<file path="src/rtl/victim_way_tracker.sv">
// Per-set valid mask and round-robin pointer for the 8-set, 8-way phased cache,
// with victim-way selection and a sequenced whole-cache flush.
// Optional: define VICTIM_REPL_COUNT_EN to add the saturating repl_count output.
module victim_way_tracker #(
    parameter logic [2:0] PTR_INIT = 3'd0
) (
    input  logic        clk,
    input  logic        rst_n,
    input  logic        fill_valid,
    output logic        fill_ready,
    input  logic [2:0]  fill_set,
    input  logic [2:0]  fill_way,
    input  logic        inval_valid,
    input  logic [2:0]  inval_set,
    input  logic [2:0]  inval_way,
    input  logic        flush_req,
    output logic        flush_busy,
    output logic        flush_done,
    output logic [7:0]  set_full,
    output logic [2:0]  victim0,
    output logic [2:0]  victim1,
    output logic [2:0]  victim2,
    output logic [2:0]  victim3,
    output logic [2:0]  victim4,
    output logic [2:0]  victim5,
    output logic [2:0]  victim6,
    output logic [2:0]  victim7
`ifdef VICTIM_REPL_COUNT_EN
    ,
    output logic [15:0] repl_count
`endif
);

    localparam int unsigned NSETS  = 8;
    localparam int unsigned NWAYS  = 8;
    localparam int unsigned WAY_W  = 3;
    localparam int unsigned SET_W  = 3;
    localparam int unsigned RCNT_W = 16;

    typedef enum logic [1:0] {
        ST_IDLE  = 2'd0,
        ST_FLUSH = 2'd1,
        ST_DONE  = 2'd2
    } state_t;

    state_t             r_state;
    state_t             w_state_nxt;
    logic [SET_W-1:0]   r_cnt;
    logic [SET_W-1:0]   w_cnt_nxt;

    logic [NWAYS-1:0]   r_valid     [NSETS];
    logic [WAY_W-1:0]   r_ptr       [NSETS];
    logic [NWAYS-1:0]   w_valid_nxt [NSETS];
    logic [WAY_W-1:0]   w_ptr_nxt   [NSETS];

    logic [NSETS-1:0]   w_full;
    logic               w_flushing;
    logic               w_fill_acc;
    logic               w_inval_acc;
    logic               w_repl;
    logic               w_flush_start;

    // Lowest invalid way wins; a full set falls back to its round-robin pointer.
    function automatic logic [WAY_W-1:0] f_victim(input logic [NWAYS-1:0] v,
                                                  input logic [WAY_W-1:0] p);
        logic [WAY_W-1:0] r;
        r = p;
        for (int w = int'(NWAYS) - 1; w >= 0; w--) begin
            if (!v[w]) begin
                r = WAY_W'(w);
            end
        end
        return r;
    endfunction

    always_comb begin
        w_full = '0;
        for (int s = 0; s < int'(NSETS); s++) begin
            w_full[s] = &r_valid[s];
        end
    end

    assign w_flushing    = (r_state == ST_FLUSH);
    assign w_fill_acc    = fill_valid && !w_flushing;
    assign w_inval_acc   = inval_valid && !w_flushing;
    assign w_repl        = w_fill_acc && w_full[fill_set];
    assign w_flush_start = (r_state == ST_IDLE) && flush_req;

    // FSM state register.
    always_ff @(posedge clk or negedge rst_n) begin
        if (!rst_n) begin
            r_state <= ST_IDLE;
            r_cnt   <= '0;
        end else begin
            r_state <= w_state_nxt;
            r_cnt   <= w_cnt_nxt;
        end
    end

    // FSM next state: one set cleared per FLUSH cycle, DONE lasts one cycle.
    always_comb begin
        w_state_nxt = r_state;
        w_cnt_nxt   = r_cnt;
        case (r_state)
            ST_IDLE: begin
                if (flush_req) begin
                    w_state_nxt = ST_FLUSH;
                    w_cnt_nxt   = '0;
                end
            end
            ST_FLUSH: begin
                w_cnt_nxt = r_cnt + SET_W'(1);
                if (r_cnt == SET_W'(NSETS - 1)) begin
                    w_state_nxt = ST_DONE;
                end
            end
            ST_DONE: begin
                w_state_nxt = ST_IDLE;
            end
            default: begin
                w_state_nxt = ST_IDLE;
            end
        endcase
    end

    // Invalidate is applied before fill so a same-way collision leaves the bit set.
    always_comb begin
        for (int s = 0; s < int'(NSETS); s++) begin
            w_valid_nxt[s] = r_valid[s];
            w_ptr_nxt[s]   = r_ptr[s];
        end
        if (w_flushing) begin
            w_valid_nxt[r_cnt] = '0;
            w_ptr_nxt[r_cnt]   = PTR_INIT;
        end else begin
            if (w_inval_acc) begin
                w_valid_nxt[inval_set][inval_way] = 1'b0;
            end
            if (w_fill_acc) begin
                w_valid_nxt[fill_set][fill_way] = 1'b1;
            end
            if (w_repl) begin
                w_ptr_nxt[fill_set] = r_ptr[fill_set] + WAY_W'(1);
            end
        end
    end

    always_ff @(posedge clk or negedge rst_n) begin
        if (!rst_n) begin
            for (int s = 0; s < int'(NSETS); s++) begin
                r_valid[s] <= '0;
                r_ptr[s]   <= PTR_INIT;
            end
        end else begin
            for (int s = 0; s < int'(NSETS); s++) begin
                r_valid[s] <= w_valid_nxt[s];
                r_ptr[s]   <= w_ptr_nxt[s];
            end
        end
    end

`ifdef VICTIM_REPL_COUNT_EN
    logic [RCNT_W-1:0] r_repl_count;

    // Flush entry clears the counter even if a replacement fill lands on the same edge.
    always_ff @(posedge clk or negedge rst_n) begin
        if (!rst_n) begin
            r_repl_count <= '0;
        end else if (w_flush_start) begin
            r_repl_count <= '0;
        end else if (w_repl && (r_repl_count != {RCNT_W{1'b1}})) begin
            r_repl_count <= r_repl_count + RCNT_W'(1);
        end
    end

    assign repl_count = r_repl_count;
`else
    logic w_unused;
    assign w_unused = w_flush_start ^ ^RCNT_W'(0);
`endif

    assign fill_ready = !w_flushing;
    assign flush_busy = w_flushing;
    assign flush_done = (r_state == ST_DONE);
    assign set_full   = w_full;

    assign victim0 = f_victim(r_valid[0], r_ptr[0]);
    assign victim1 = f_victim(r_valid[1], r_ptr[1]);
    assign victim2 = f_victim(r_valid[2], r_ptr[2]);
    assign victim3 = f_victim(r_valid[3], r_ptr[3]);
    assign victim4 = f_victim(r_valid[4], r_ptr[4]);
    assign victim5 = f_victim(r_valid[5], r_ptr[5]);
    assign victim6 = f_victim(r_valid[6], r_ptr[6]);
    assign victim7 = f_victim(r_valid[7], r_ptr[7]);

endmodule

</file>
<file path="config.mk">
export PLATFORM = sky130hd
export DESIGN_NAME = victim_way_tracker
export DESIGN_NICKNAME = d
export VERILOG_FILES = /design/src/rtl/victim_way_tracker.sv
export SDC_FILE = /design/constraint.sdc
export NUM_CORES = 1
export LEC_CHECK = 0
export BUFFER_PORTS_ARGS = -buffer_cell sky130_fd_sc_hd__buf_4
export CORE_MARGIN = 5
export CORE_UTILIZATION = 54
export DETAILED_ROUTE_END_ITERATION = 8
export GPL_TIMING_DRIVEN = 0
export PLACE_DENSITY = 0.77
export SYNTH_ARGS = -nofsm -noshare
export SYNTH_HDL_FRONTEND = slang
export SYNTH_SLANG_ARGS = --single-unit
export TNS_END_PERCENT = 10
</file>
<file path="constraint.sdc">
create_clock -name clk -period 1.6 [get_ports clk]
set_input_delay 0.16 -clock clk [delete_from_list [all_inputs] [get_ports clk]]
set_output_delay 0.16 -clock clk [all_outputs]
set_load 0.005 [all_outputs]
</file>
==> impl_metrics.yaml <==
route:
  remaining_drc_errors: 0
  vias_per_cell: 6.51
  firstDrtPassIters: 6
  ant_nets: 0
  vias: 5141
  wl_per_cell_um: 22.5
  drt_wl_total_mm: 17.8
  drt_iter0_drc: 512
power:
  ir_worst_vdd_mv: 0.963
  power_density_mw_per_mm2: 1010
  p_leak_nw: 2.86
clock_tree:
  cts.clk_slew.worst_paths_ns: 0.09
  h-tree-depth: 3
  postCtsHoldBufs: 0
  cts.sinks: 93
  cts_buffers: 9
  clk_path_buf_depth: 2
  root_buffer: "clkbuf_8"
  cts_tree: "built"
  clk_latency_ns: 0.37
sta:
  fin_ws_ns: -0.312
  rsz0062_at_grt: "true"
  fmax_mhz: 523
  clock_skew_ns: 0.0138
  period_needed_ns: 1.91
  period_share_pct: 120
  slew_violations: 0
  setup_violations: 86
  maxSlewHeadroom_pct: 20.8
  worstMarginPinSlew_ns: 1.19
  hold_viol: 0
  setup_tns_ns: -8.91
critical_path:
  crit_required_ns: 1.88
  path_max_fanout: 7
  reg2reg_depth: 8
  rrSetupSlack_ns: -0.31
  critPathLaunchType: "flip-flop"
  path_cells: "mux2i_1, nor2_1, a31oi_1, nor2_1, a221o_1, ha_4, clkinvlp_4, mux2i_1"
  path_buf_inv: 1
  cp_top_family: "compound AO/OA/AOI/OAI gates"
  max_stage_delay_ns: 0.40
  critPathSlowestCell: "dfrtp_1"
  crit_arrival_ns: 2.20
  path_class: "reg -> reg"
  cp-end-kind: "flip-flop"
  critical_path_depth: 8
finish:
  drive_above_1_share_pct: 31.8
  insertedDiodeCount: 0
  nNetsFinal: 674
  final_common_cell: "nand2_1"
  nFillCells: 719
  area_growth_syn_to_layout_pct: 32.3
  final_cell_mix: "nand2_1, dfrtp_1, buf_4"
logic_synthesis:
  synth_seq_cells: 93
  synth_edf_count: 0
  synthArstFlopShare_pct: 100
  postSynthCellCount: 536
  syn_avg_cell_area_um2: 9.82
  seq_area_frac_synth_pct: 44.2
  synthFlopType: "dfrtp_1"
  synthesis.nets: 556
  synth_warnings: 0
  yosys.cell_types.count: 52
  syn_area_mm2: 0.00526
placement:
  pre_cts_ws_ns: -0.621
  gp_congestion: 0.914
  hpwl_mm: 10.9
  port_buffers: 50
grt:
  grt_pass1_vias: 5145
  antenna_found_initial: 0
  overflow: 0
  track_usage_pct: 31.3
  grt_pass1_wl_mm: 27.8
  grt_start_max_net_pins: 94
die:
  fp-row-count: 36
  die-area_mm2: 0.0118
  pin_count: 52
  dieHeight_um: 109
  core_area_mm2: 0.00964
  die_w_um: 109
  start_util_pct: 54.6
status:
  status: "finished, violations left"
  violations: "setup timing"
worst_hold_path:
  hold_class: "in -> async"
run:
  max_cap_viol_count: 0
worst paths after layout:
check | startpoint | to
max | r_ptr[16] | r_ptr[1]
min | rst_n | r_valid[24]
max reg2reg | r_ptr[16] | r_ptr[1]
min reg2reg | r_state[1] | r_state[0]
max in group asynchronous | rst_n | r_valid[18]
min in group clk | flush_req | r_state[0]
area by class of cell:
cell class	instances	area (um^2)	area share (%)
multi-input cells	404	3060	43.9
flip-flops and latches	93	2330	33.4
repair buffers	108	947	13.6
plain buffers	17	208	2.98
well taps	133	166	2.39
clock buffers	12	155	2.23
inverters	21	92.6	1.33
clock inverters	2	10.0	0.144
where the power goes:
| group | leakage (nW) | total (mW) | switching (mW) | internal [mW] |
|---|---|---|---|---|
| Sequential | 1.28 | 2.94 | 0.352 | 2.59 |
| Combinational | 1.49 | 2.69 | 1.54 | 1.15 |
| Clock | 0.0881 | 1.42 | 0.793 | 0.630 |
state kept, by name (all words and copies together), names as in the netlist:
register and count:
r_state 2, r_valid 64, r_cnt 3, r_ptr 24
synthesized netlist by cell type (2+ instances only):
cell      count  share of area (%)
ha_1          3               0.71
a22o_1        2               0.33
nand2_1     116                8.3
clkbuf_1      5               0.36
o21bai_1      2               0.29
nor2_4        2               0.43
nand4_1      18                2.1
mux2i_1      29                5.5
nand3_2       2               0.38
nor3_2        7                1.3
nand2b_1     12                1.4
inv_1        19                1.4
nor3_1        2               0.19
nor3_4        6                1.9
buf_6         3               0.64
nor2_2        3               0.36
dfrtp_1      93                 44
nand2_2       2               0.24
buf_4         3               0.43
o21ai_0      19                1.8
nor2_1       44                3.1
a21boi_0     17                2.4
buf_2         5               0.48
o211ai_1     10                1.4
a32o_1       64                 12
nor2b_1       4               0.48
a31oi_1      10                1.2
nand3_1       8               0.76
nor4_4        3                1.2
what timing repair did:
action                     4_1_cts  5_1_grt
gates resized for setup         88       64
gates cloned                     5        0
pin swaps                       30       56
setup buffers                   45        8
setup endpoints to repair       97       99
per-layer routing:
layer	track usage [%]	vias to the layer above	routed length, um
li1	-	2239	-
met1	42.9	2540	7050
met2	48.9	298	8310
met3	5.62	64	1660
met4	14.0	0	754
met5	0	-	0
cell families (layout without fill, tap and decap cells):
kind of cell | after synthesis | in the layout | share of synthesized area, %
buffers and inverters | 39 | 160 | 3.80
XOR/XNOR | 1 | 1 | 0.309
AND/OR/NAND/NOR | 240 | 240 | 24.4
flip-flops | 93 | 93 | 44.2
AO/OA/AOI/OAI | 130 | 130 | 20.6
adder cells (fa/ha/maj) | 3 | 3 | 0.713
multiplexers | 30 | 30 | 5.94
stage by stage:
stage / cells / hold slack, ns / power, mW / util, % / cell area (um^2)
floorplan: 536 / -0.136 / 4.01 / - / 5320
global placement: 719 / 0.420 / 4.58 / 60.8 / 5860
detailed placement: 719 / 0.437 / 4.64 / 60.8 / 5860
CTS: 783 / 0.0603 / 6.84 / 70.5 / 6800
global route: 790 / 0.0881 / 7.31 / 72.2 / 6960
finish: 790 / 0.0284 / 7.06 / 72.2 / 6960
No activity file was read; power rests on OpenSTA's default activity.
